<file path="config.mk">
export PLATFORM = sky130hd
export DESIGN_NAME = gpio_config_shifter
export DESIGN_NICKNAME = d
export VERILOG_FILES = /design/src/rtl/gpio_config_shifter.sv
export SDC_FILE = /design/constraint.sdc
export NUM_CORES = 1
export LEC_CHECK = 0
export CAP_MARGIN = 20
export CORE_ASPECT_RATIO = 1.5
export CORE_UTILIZATION = 52
export DETAILED_ROUTE_END_ITERATION = 6
export HOLD_SLACK_MARGIN = 0.15
export PLACE_DENSITY = 0.77
export REMOVE_ABC_BUFFERS = 1
export SYNTH_ARGS = -nofsm -noshare
export SYNTH_HDL_FRONTEND = slang
export SYNTH_SLANG_ARGS = --single-unit
</file>
<file path="constraint.sdc">
create_clock -name wb_clk_i -period 2.4 [get_ports wb_clk_i]
set_input_delay 0.36 -clock wb_clk_i [delete_from_list [all_inputs] [get_ports wb_clk_i]]
set_output_delay 0.36 -clock wb_clk_i [all_outputs]
set_load 0.01 [all_outputs]
</file>
<file path="src/rtl/gpio_config_shifter.sv">
// gpio_config_shifter: loads per-pad GPIO configuration words into the pad-ring
// serial configuration chain. Pads are sent farthest-first (NUM_PADS-1 down to
// 0), each word MSB-first. After the last bit a load strobe makes every control
// block latch its word.
//
// Ports:
//   wb_clk_i      system clock, rising edge
//   wb_rstn_i     asynchronous active-low reset
//   start         request a full chain reload (sampled only while idle)
//   busy          transfer in progress (FETCH..LOAD)
//   done          one-cycle completion pulse
//   cfg_addr      pad index presented to the config register file
//   cfg_data      config word for cfg_addr (combinational read)
//   serial_clock  chain shift clock
//   serial_data   chain data, changes only while serial_clock is low
//   serial_load   chain latch strobe
// All outputs are registered.
module gpio_config_shifter #(
  parameter int unsigned NUM_PADS    = 19,
  parameter int unsigned WORD_W      = 13,
  parameter int unsigned HALF_PERIOD = 2
) (
  input  logic                                                  wb_clk_i,
  input  logic                                                  wb_rstn_i,
  input  logic                                                  start,
  output logic                                                  busy,
  output logic                                                  done,
  output logic [((NUM_PADS > 1) ? $clog2(NUM_PADS) : 1)-1:0]    cfg_addr,
  input  logic [WORD_W-1:0]                                     cfg_data,
  output logic                                                  serial_clock,
  output logic                                                  serial_data,
  output logic                                                  serial_load
);

  localparam int unsigned AW = (NUM_PADS > 1) ? $clog2(NUM_PADS) : 1;
  localparam int unsigned BW = (WORD_W > 1) ? $clog2(WORD_W) : 1;
  localparam int unsigned PW = (HALF_PERIOD > 1) ? $clog2(HALF_PERIOD) : 1;

  localparam logic [AW-1:0] LAST_PAD = AW'(NUM_PADS - 1);
  localparam logic [BW-1:0] LAST_BIT = BW'(WORD_W - 1);
  localparam logic [PW-1:0] LAST_PH  = PW'(HALF_PERIOD - 1);

  typedef enum logic [2:0] {
    S_IDLE,
    S_FETCH,
    S_LOW,
    S_HIGH,
    S_LOAD,
    S_DONE
  } state_e;

  state_e            state_q, state_d;
  logic [AW-1:0]     pad_q, pad_d;
  logic [BW-1:0]     bit_q, bit_d;
  logic [PW-1:0]     ph_q, ph_d;
  logic [WORD_W-1:0] shreg_q, shreg_d;
  logic              busy_q, busy_d;
  logic              done_q, done_d;
  logic              sclk_q, sclk_d;
  logic              sdat_q, sdat_d;
  logic              sload_q, sload_d;
  logic              ph_end_c;

  // Last cycle of a HALF_PERIOD-long phase (LOW, HIGH, LOAD).
  assign ph_end_c = (ph_q == LAST_PH);

  // State and output registers.
  always_ff @(posedge wb_clk_i or negedge wb_rstn_i) begin
    if (!wb_rstn_i) begin
      state_q <= S_IDLE;
      pad_q   <= '0;
      bit_q   <= '0;
      ph_q    <= '0;
      shreg_q <= '0;
      busy_q  <= 1'b0;
      done_q  <= 1'b0;
      sclk_q  <= 1'b0;
      sdat_q  <= 1'b0;
      sload_q <= 1'b0;
    end else begin
      state_q <= state_d;
      pad_q   <= pad_d;
      bit_q   <= bit_d;
      ph_q    <= ph_d;
      shreg_q <= shreg_d;
      busy_q  <= busy_d;
      done_q  <= done_d;
      sclk_q  <= sclk_d;
      sdat_q  <= sdat_d;
      sload_q <= sload_d;
    end
  end

  // Next state; output _d values are those of the state being entered, so the
  // registered outputs line up with the state they belong to.
  always_comb begin
    state_d = state_q;
    pad_d   = pad_q;
    bit_d   = bit_q;
    ph_d    = ph_q;
    shreg_d = shreg_q;
    busy_d  = busy_q;
    done_d  = 1'b0;
    sclk_d  = sclk_q;
    sdat_d  = sdat_q;
    sload_d = 1'b0;

    unique case (state_q)
      S_IDLE: begin
        busy_d = 1'b0;
        sclk_d = 1'b0;
        sdat_d = 1'b0;
        if (start) begin
          state_d = S_FETCH;
          pad_d   = LAST_PAD;
          busy_d  = 1'b1;
        end
      end

      S_FETCH: begin
        shreg_d = cfg_data;
        bit_d   = LAST_BIT;
        ph_d    = '0;
        sclk_d  = 1'b0;
        sdat_d  = cfg_data[WORD_W-1];
        state_d = S_LOW;
      end

      S_LOW: begin
        if (ph_end_c) begin
          ph_d    = '0;
          sclk_d  = 1'b1;
          state_d = S_HIGH;
        end else begin
          ph_d = ph_q + PW'(1);
        end
      end

      S_HIGH: begin
        if (ph_end_c) begin
          ph_d    = '0;
          sclk_d  = 1'b0;
          shreg_d = shreg_q << 1;
          if (bit_q != '0) begin
            bit_d   = bit_q - BW'(1);
            sdat_d  = shreg_d[WORD_W-1];
            state_d = S_LOW;
          end else if (pad_q != '0) begin
            pad_d   = pad_q - AW'(1);
            sdat_d  = 1'b0;
            state_d = S_FETCH;
          end else begin
            sdat_d  = 1'b0;
            sload_d = 1'b1;
            state_d = S_LOAD;
          end
        end else begin
          ph_d = ph_q + PW'(1);
        end
      end

      S_LOAD: begin
        if (ph_end_c) begin
          ph_d    = '0;
          busy_d  = 1'b0;
          done_d  = 1'b1;
          state_d = S_DONE;
        end else begin
          ph_d    = ph_q + PW'(1);
          sload_d = 1'b1;
        end
      end

      // A start seen here is dropped; IDLE samples it next cycle if still high.
      S_DONE: begin
        state_d = S_IDLE;
      end

      default: begin
        state_d = S_IDLE;
      end
    endcase
  end

  assign busy         = busy_q;
  assign done         = done_q;
  assign cfg_addr     = pad_q;
  assign serial_clock = sclk_q;
  assign serial_data  = sdat_q;
  assign serial_load  = sload_q;

endmodule

</file>
==> results.toml <==
[global_routing]
grt_pass1_wl_um = 4960
antenna_found_initial = 0
grt_util_all_layers_pct = 23.0
grt_max_degree = 31
gr-total-overflow = 0
grt_pass1_vias = 1154

[clock_tree]
cts_resized = 0
clk_pin_slew_worst_paths_ns = 0.06
clk_latency_ns = 0.28
clockRootBuffer = "clkbuf_8"
h-tree-depth = 2
ctsHoldBuffers = 0
cts_buffer_depth = 2
numCtsBuffers = 5
cts_sinks = 30
post_cts_buffers = 0
cts_tree = "built"

[worst_setup_path]
crit_path_cell_trace = "inv_1 -> ha_1 -> or3b_4 -> or2_4 -> o41ai_1 -> o21ai_1"
critPathLaunch = "bit_q[1]$_DFFE_PN0P_"
reg2reg_depth = 6
cp_top_family = "simple AND/OR/NAND/NOR gates"
crit_arrival_ns = 2.06
r2r_end = "cfg_addr[4]$_DFFE_PN0P_"
cp.depth = 6
critical_path_required_ns = 2.55
critPathMaxFanout = 6
cpPeakStageDelay_ns = 0.44
rrSetupSlack_ns = 0.49
critPathLaunchType = "flop"
critPathBufInv = 1
worstSetupPathType = "reg -> reg"
worstReg2RegStart = "bit_q[1]$_DFFE_PN0P_"
setup.worst_path.end = "cfg_addr[4]$_DFFE_PN0P_"
crit_slowest_cell = "or3b_4"
cp-end-kind = "flop"

[final_layout]
final_util_pct = 69.4
layout_common_cells = "dfrtp_1, clkdlybuf4s50_1, o21ai_0"
layout.cells.non_filler = 218
final_common_cell = "dfrtp_1"
fillers = 236
seq_area_sq_um = 751
drive_gt1_share_pct = 8.84
multi_input_area_sq_um = 683
n_antenna_cell = 0
finalNetCount = 200
areaGrowthSynthToFinish_pct = 25.4

[detailed_routing]
num_vias = 1221
wl_um = 3020
ant_nets = 0
dr.pass1.iters = 4
drc = 0
vias_per_cell = 5.60
drt-wirelength-per-cell_um = 13.9
drt_iter0_markers = 15

[status]
status = "completed"

[logic_synthesis]
seq_area_frac_synth_pct = 50.2
synthCells = 153
ys_ff_latch = 30
syn_area_per_cell_sq_um = 9.78
syn_area_sq_um = 1500
yosysWarnings = 0
yosysUniqueCellTypes = 37

[place]
dp.cells = 212
port_buffers = 25
dp_hpwl_um = 2220
gp_congestion = 0.912

[sta]
skew_ns = 0.00241
worst_pin_slew_ns = 0.478
finalSetupTns_ns = 0
setup_viol = 0
fmax_ghz = 0.524
slew_violations = 0
hold_viol_final = 0
slew_headroom_pct = 68.1
min_period_over_period_pct = 79.5
grt_setup_unrepaired = "no"
finalCriticalPeriod_ns = 1.91

[power]
peakVddDrop_mv = 0.399
total_power_mw = 0.945
leakagePower_nw = 0.807
power_density_nw_per_um2 = 504

[die]
fp.dieArea_sq_um = 3100
die_y_um = 67.7
die_width_um = 45.8
num_rows = 23
core_area_sq_um = 2710
io_pins = 26
initial_core_util_pct = 55.3

[run]
max_cap_violations = 0

[min_path]
hold_class = "in -> async"
## sequential cells by signal, summed over array words and instances (netlist names), 3 cells and up
signal / flops
bit_q: 4
cfg_addr: 5
shreg_q: 12
state_q: 3
## per-stage QoR
stage,instance area (sq um),setup slack [ns],hold slack (ns)
6_report,1880,0.491,0.465
5_1_grt,1880,0.376,0.511
4_1_cts,1880,0.477,0.481
3_5_place_dp,1790,0.478,0.478
3_3_place_gp,1790,0.551,0.466
2_1_floorplan,1460,0.322,0.0644
## power breakdown
part | internal, mW | leakage, nW | total [mW] | switching (mW)
registers | 0.507 | 0.381 | 0.507 | 0.000402
logic | 0.0271 | 0.383 | 0.0429 | 0.0158
clock network | 0.220 | 0.0431 | 0.395 | 0.175
total | 0.754 | 0.807 | 0.945 | 0.191
## cell usage after synthesis
master / number / area (sq um)
ha_1: 2 / 25.0
nor2_1: 4 / 15.0
a21boi_0: 1 / 7.51
and3_1: 2 / 12.5
o31ai_1: 1 / 7.51
o21ai_1: 1 / 5.00
o2bb2ai_1: 1 / 8.76
or3_4: 1 / 11.3
buf_4: 1 / 7.51
and3b_1: 1 / 8.76
or3b_4: 1 / 11.3
dfrtp_1: 30 / 751
a32o_1: 1 / 10.0
or4b_2: 2 / 20.0
or3b_1: 1 / 8.76
nand3b_1: 1 / 7.51
inv_1: 7 / 26.3
o41ai_1: 1 / 8.76
nand4b_1: 1 / 8.76
o22ai_1: 1 / 6.26
buf_2: 2 / 10.0
nand4_1: 2 / 12.5
a21o_1: 1 / 7.51
or2_4: 1 / 8.76
clkbuf_1: 5 / 18.8
a2bb2oi_1: 1 / 8.76
a21oi_1: 6 / 30.0
mux2i_1: 13 / 130
nand2b_1: 3 / 18.8
xnor2_1: 1 / 8.76
a22o_1: 2 / 17.5
nand3_1: 6 / 30.0
nand2_1: 20 / 75.1
nor2b_1: 2 / 12.5
o21ai_0: 23 / 115
nor3_1: 3 / 15.0
nor4bb_1: 1 / 10.0
## kinds of logic after synthesis
family	share of synthesized area (%)
and+or+nand+nor	19.1
muxes	8.70
DFF	50.2
xor gates and xnor gates	0.585
AOI/OAI and AO/OA	15.6
buffers and inverters	4.18
adders and majority gates	1.67
## worst reg2reg max path, delay by kind of cell, from the launching register on
kind,cells,cell delay (ns)
fa+ha+maj,1,0.22
simple gates,2,0.69
flops,1,0.38
compound gates,2,0.42
buf+inv,1,0.08
## layer usage
metal | share of wire, % | global-route usage (%)
met1 | 39 | 24.6
met2 | 53 | 39.3
met3 | 5.3 | 7.22
met4 | 1.9 | 12.1
met5 | 0 | 0
## layout make-up
type | instances | area share (%)
Sequential cell | 30 | 40.0
Multi-Input combinational cell | 108 | 36.4
Timing Repair Buffer | 30 | 15.3
Clock buffer | 6 | 4.40
Tap cell | 37 | 2.47
Inverter | 7 | 1.40
## worst min path at each step
stage                                  startpoint                  endpoint  slack (ns)
after floorplan                         wb_rstn_i      bit_q[0]$_DFFE_PN0P_        0.06
after global placement     shreg_q[8]$_DFFE_PN0P_    shreg_q[8]$_DFFE_PN0P_        0.47
after detailed placement  shreg_q[11]$_DFFE_PN0P_   shreg_q[11]$_DFFE_PN0P_        0.48
after CTS                               wb_rstn_i    shreg_q[8]$_DFFE_PN0P_        0.48
after global routing                    wb_rstn_i  serial_clock$_DFFE_PN0P_        0.51
final                                   wb_rstn_i    state_q[2]$_DFFE_PN0P_        0.46
Note: power is estimated with default switching activity, not from simulation.
